## config.mk

```make
export PLATFORM = sky130hd
export DESIGN_NAME = apb_master_bridge
export DESIGN_NICKNAME = d
export VERILOG_FILES = /design/src/rtl/apb_master_bridge.sv
export SDC_FILE = /design/constraint.sdc
export NUM_CORES = 1
export LEC_CHECK = 0
export ABC_AREA = 1
export CAP_MARGIN = 5
export CELL_PAD_IN_SITES_DETAIL_PLACEMENT = 1
export CELL_PAD_IN_SITES_GLOBAL_PLACEMENT = 1
export CORE_MARGIN = 1.5
export CORE_UTILIZATION = 29
export DETAILED_ROUTE_END_ITERATION = 8
export GPL_TIMING_DRIVEN = 0
export HOLD_SLACK_MARGIN = 0.15
export PLACE_DENSITY_LB_ADDON = 0.1
export SKIP_CTS_REPAIR_TIMING = 1
export SLEW_MARGIN = 20
export SYNTH_ARGS = -nofsm -noshare
export SYNTH_HDL_FRONTEND = slang
export SYNTH_SLANG_ARGS = --single-unit
```

## constraint.sdc

```tcl
create_clock -name clk -period 5 [get_ports clk]
set_clock_uncertainty 0.15 [all_clocks]
set_input_delay 1 -clock clk [delete_from_list [all_inputs] [get_ports clk]]
set_output_delay 1 -clock clk [all_outputs]
set_load 0.01 [all_outputs]
```

## src/rtl/apb_master_bridge.sv

```systemverilog
// apb_master_bridge: valid/ready command stream to APB requester with wait-state timeout
module apb_master_bridge #(
  parameter int ADDR_WIDTH     = 32,
  parameter int DATA_WIDTH     = 32,
  parameter int TIMEOUT_CYCLES = 16
) (
  input  logic                  clk,
  input  logic                  reset,
  input  logic                  cmd_valid,
  output logic                  cmd_ready,
  input  logic                  cmd_write,
  input  logic [ADDR_WIDTH-1:0] cmd_addr,
  input  logic [DATA_WIDTH-1:0] cmd_wdata,
  output logic                  rsp_valid,
  output logic [DATA_WIDTH-1:0] rsp_rdata,
  output logic                  rsp_error,
  output logic                  psel,
  output logic                  penable,
  output logic                  pwrite,
  output logic [ADDR_WIDTH-1:0] paddr,
  output logic [DATA_WIDTH-1:0] pwdata,
  input  logic [DATA_WIDTH-1:0] prdata,
  input  logic                  pready,
  input  logic                  pslverr
);
  typedef enum logic [1:0] {IDLE, SETUP, ACCESS, RESP} state_t;
  localparam int CW = TIMEOUT_CYCLES > 0 ? $clog2(TIMEOUT_CYCLES + 1) : 1;
  localparam logic [CW-1:0] LIMIT = CW'(TIMEOUT_CYCLES > 0 ? TIMEOUT_CYCLES - 1 : 0);
  state_t state;
  logic [CW-1:0] cnt;
  logic expired;
  logic done;
  assign cmd_ready = state == IDLE;
  // the cycle that would bring the wait count to TIMEOUT_CYCLES aborts; pready in that cycle still wins
  assign expired = TIMEOUT_CYCLES != 0 && cnt >= LIMIT;
  assign done = pready || expired;
  // transfer sequencer with registered APB and response outputs
  always_ff @(posedge clk) begin
    if (reset) begin
      state     <= IDLE;
      cnt       <= '0;
      psel      <= 1'b0;
      penable   <= 1'b0;
      pwrite    <= 1'b0;
      paddr     <= '0;
      pwdata    <= '0;
      rsp_valid <= 1'b0;
      rsp_rdata <= '0;
      rsp_error <= 1'b0;
    end else begin
      rsp_valid <= 1'b0;
      case (state)
        IDLE: if (cmd_valid) begin
          pwrite <= cmd_write;
          paddr  <= cmd_addr;
          pwdata <= cmd_write ? cmd_wdata : '0;
          psel   <= 1'b1;
          state  <= SETUP;
        end
        SETUP: begin
          penable <= 1'b1;
          cnt     <= '0;
          state   <= ACCESS;
        end
        ACCESS: if (done) begin
          rsp_rdata <= pready && !pwrite ? prdata : '0;
          rsp_error <= pready ? pslverr : 1'b1;
          rsp_valid <= 1'b1;
          psel      <= 1'b0;
          penable   <= 1'b0;
          state     <= RESP;
        end else begin
          cnt <= &cnt ? cnt : cnt + 1'b1;
        end
        default: state <= IDLE;
      endcase
    end
  end
endmodule
```

After elaboration in Yosys (flattened, before gate mapping)
Index checks and enable logic that the tools add are counted.
{ "word_totals": {"regBits": 108} }
{ "classes": {"add_sub_neg": 1, "magnitude_cmp": 1, "eq_ne": 6, "mux": 14, "bitwise": 1, "reduce_logical": 14} }
{ "ops": {"columns": ["op", "count"], "rows": [
  ["$mux 32", 2],
  ["$mux 5", 2],
  ["$pmux 5 s2", 1],
  ["$ne 2x2->1 const B", 4],
  ["$reduce_and 2->1", 4],
  ["$pmux 2 s3", 1],
  ["$reduce_and 3->1", 2],
  ["$add 5x1->5 const B", 1],
  ["$ge 5x4->1 const B", 1],
  ["$reduce_and 5->1", 1],
  ["$mux 1", 4],
  ["$mux 2", 2],
  ["$pmux 1 s2", 2],
  ["$reduce_bool 2->1", 2],
  ["$eq 2x1->1 const B", 1],
  ["$eq 2x2->1 const B", 1],
  ["$logic_not 2->1", 1],
  ["$reduce_or 2->1", 1],
  ["$logic_and 1x1->1", 1],
  ["$logic_not 1->1", 1],
  ["$logic_or 1x1->1", 1],
  ["$not 1->1", 1]
]} }

Depth between registers and ports, before layout
{ "logic_depth": {"word_depth": 4, "depth_mapped": 11, "depth_no_buf": 10} }

Worst setup path after synthesis
No wires, ideal clock.
{ "synth_timing": {"kind": "input port to flip-flop", "from": "input port reset", "to": "register rsp_rdata[10]", "setup_time_ps": 59, "arrival_time_ps": 1763, "required_ps": 4791, "path_slack_ps": 3028, "stages": 6, "n_path_buf": 3, "cell_sequence": "buf_4 -> inv_2 -> buf_4 -> buf_1 -> nand3_1 -> nand2_1"} }
{ "synth_lines": {"columns": ["item", "line", "rtl"], "rows": [
  ["from (decl)", "8", "input logic reset,"],
  ["to (signal assigned)", "66", "rsp_rdata <= pready && !pwrite ? prdata : '0;"],
  ["to (decl)", "15", "output logic [DATA_WIDTH-1:0] rsp_rdata,"]
]} }

Worst setup path after layout
{ "layout_timing": {"from": "register state[1]", "to": "output port cmd_ready"} }
{ "layout_between": {"elab_chain_len": 1} }
{ "layout_lines": {"columns": ["item", "line", "rtl"], "rows": [
  ["from (decl)", "29", "state_t state;"],
  ["from (signal assigned)", "40", "state <= IDLE;"],
  ["from (signal assigned)", "58", "state <= SETUP;"],
  ["from (signal assigned)", "63", "state <= ACCESS;"],
  ["$logic_not 2->1", "33", "assign cmd_ready = state == IDLE;"],
  ["to (decl)", "10", "output logic cmd_ready,"]
]} }
No other way between the ends.

==> qor.yml <==
outcome:
  outcome: "complete, no violations"
grt:
  overflow: 0
  grt_pass1_vias: 4152
  grt_max_degree: 16
  antenna_found_initial: 0
  grt_pass1_wl_um: 20500
  grt_usage: 0.179
final_layout:
  drive_gt1_frac: 0.0530
  nFillCells: 1601
  final_cells: 893
  nets: 822
  num_antenna_cells: 0
  fin_area_um2: 6480
  syn2layout_area_growth_pct: 62.9
  layout_commonest_cell: "clkdlybuf4s50_1"
  final_cell_mix: "clkdlybuf4s50_1, nand2_1, dfxtp_1, nand3_1, nor2_1"
critical_path:
  cp_cell_sequence: "inv_1, ha_1, clkdlybuf4s50_1"
  start_kind: "flop"
  crit_path_top_delay_cell: "clkdlybuf4s50_1"
  critPathMaxStageDelay_ps: 580
  path_buf_inv: 2
  crit_type: "flop to output port"
  crit_fanout: 3
  required_ps: 3850
  arrival_ps: 1540
  cp-end-kind: "output port"
  cp_top_family: "buffers and inverters"
  reg2reg_slack_ps: 3030
sta:
  relSlewSlack: 0.585
  timing.setup.tns_ps: 0
  finalSetupViolCount: 0
  report.final.hold_viol_count: 0
  whs_ps: 314
  slew_viol_final: 0
  tightest_slew_ps: 622
  finalCriticalPeriod_ps: 2690
  fmax_ghz: 0.372
  rsz0062_at_grt: "false"
  min_period_over_period: 0.537
cts:
  clk_latency_ps: 340
  root_buffer: "clkbuf_16"
  cts_made_buffers: 9
  h-tree-depth: 3
  cts_tree: "done"
  clock-sinks: 108
  clk_pin_slew_worst_paths_ps: 60
  cts_max_path_buffers: 2
route:
  routed_via_density: 4.61
  vias: 4115
  dr.first_iter.drc_count: 210
  wl_per_cell_um: 14.6
  routed_wl_um: 13100
  firstDrtPassIters: 4
  route.detailed.drc: 0
  ant_nets: 0
synthesis:
  synth-seq-area-share: 0.544
  yosys.area_share.simple: 0.284
  netlist_area_um2: 3980
  synthFlopType: "dfxtp_1"
  muxShareOfSynthArea: 0
  yosysWarnings: 0
  synth.top_cell.area_share: 0.544
  synthTopCellsByArea: "dfxtp_1, nand2_1, nand3_1"
  synth-edff-count: 0
  synth-seq-cells: 108
  syn_nets: 609
  yosys.cell_types.count: 22
  netlist_instances: 501
  synth_compound_area_frac: 0.0975
  synth.largest_area_cell: "dfxtp_1"
  synthXorXnorAreaFrac: 0
  syn_area_per_cell_um2: 7.94
  yosys.area_share.adder: 0.0189
  synth_top_family_by_area: "simple AND/OR/NAND/NOR gates"
  synthArstFlopShare: 0
place:
  place_area_um2: 6220
  dp.cells: 879
  dpl.hpwl_um: 9990
  gp_congestion: 0.813
  port_buffers: 202
power_and_ir_drop:
  p_per_area_nw_per_um2: 411
  ir_drop_mv: 0.181
  p_leak_nw: 2.55
floorplan:
  rows: 42
  die_y_um: 120
  core_area_um2: 13300
  dieArea_um2: 14400
  start_util: 0.299
  ios: 204
  die_x_um: 120
job:
  drv_cap: 0
min_path:
  hold_path.class: "flop to flop"
[where the power goes]
group          switching, W  internal [W]  total, W
Clock              0.000301      0.000346  0.000646
Sequential        0.0000758       0.00100   0.00108
Combinational      0.000490      0.000447  0.000937
Total              0.000866       0.00180   0.00266
[final cells by class]
cell class | count | area [µm²] | share of cell area
flip-flops and latches | 108 | 2160 | 0.334
repair buffers | 202 | 2020 | 0.312
multi-input cells | 347 | 1590 | 0.246
clock buffers | 12 | 246 | 0.0381
well taps | 176 | 220 | 0.0340
plain buffers | 35 | 181 | 0.0280
inverters | 11 | 41.3 | 0.00637
clock inverters | 2 | 12.5 | 0.00193
[synthesized netlist by cell type, types with 2 or more instances]
cell type and count:
buf_2 10, dfxtp_1 108, nor2_1 70, inv_2 5, o21ai_0 34, nand3_1 72, clkbuf_1 18, nand2_4 2
inv_1 6, ha_1 6, nand2_1 113, buf_6 4, a21oi_1 42, buf_4 2, nand4_1 2
[worst register-to-register path, cell delays in order, from the launching register on]
cell and delay (ps):
dfxtp_1 350, ha_1 230, nand2_1 90, nor2_1 60, ha_1 170, a21oi_1 520, nand4_1 190, a21oi_1 160
[per-stage QoR]
| stage | total power [W] | utilization | setup slack, ps |
|---|---|---|---|
| 2_1_floorplan | 0.00154 | - | 3030 |
| 3_3_place_gp | 0.00201 | 0.468 | 2350 |
| 3_5_place_dp | 0.00205 | 0.468 | 2310 |
| 4_1_cts | 0.00271 | 0.487 | 2280 |
| 5_1_grt | 0.00283 | 0.487 | 2210 |
| 6_report | 0.00266 | 0.487 | 2310 |
[layer usage]
metal  share of wire  track usage  vias to the layer above
met5               0            0                        -
met1            0.43        0.217                     1927
met3           0.074       0.0509                       10
li1                -            -                     2059
met2            0.48        0.306                      119
met4           0.011       0.0558                        0
[cell families (layout without fill, tap and decap cells)]
logic type	Yosys count	after routing
adders and majority gates	6	6
DFF	108	108
buffers and inverters	46	262
AOI/OAI and AO/OA	77	77
and+or+nand+nor	264	264
[path summary, 6_finish.rpt]
| kind | cells past startpoint | start | to |
|---|---|---|---|
| hold reg to reg | 2 | pwdata[13]$_SDFFE_PP0P_ | pwdata[13]$_SDFFE_PP0P_ |
| setup reg to reg | 7 | cnt[0]$_SDFFE_PP0P_ | cnt[1]$_SDFFE_PP0P_ |
| hold / removal | 2 | pwdata[13]$_SDFFE_PP0P_ | pwdata[13]$_SDFFE_PP0P_ |
| setup / recovery | 3 | state[1]$_SDFFE_PP0P_ | cmd_ready |
[sequential cells by signal (all words and copies together) (netlist names)]
name / count
state: 2
pwrite: 1
paddr: 32
rsp_rdata: 32
cnt: 5
rsp_valid: 1
penable: 1
pwdata: 32
rsp_error: 1
psel: 1
(Power assumes the default switching activity.)
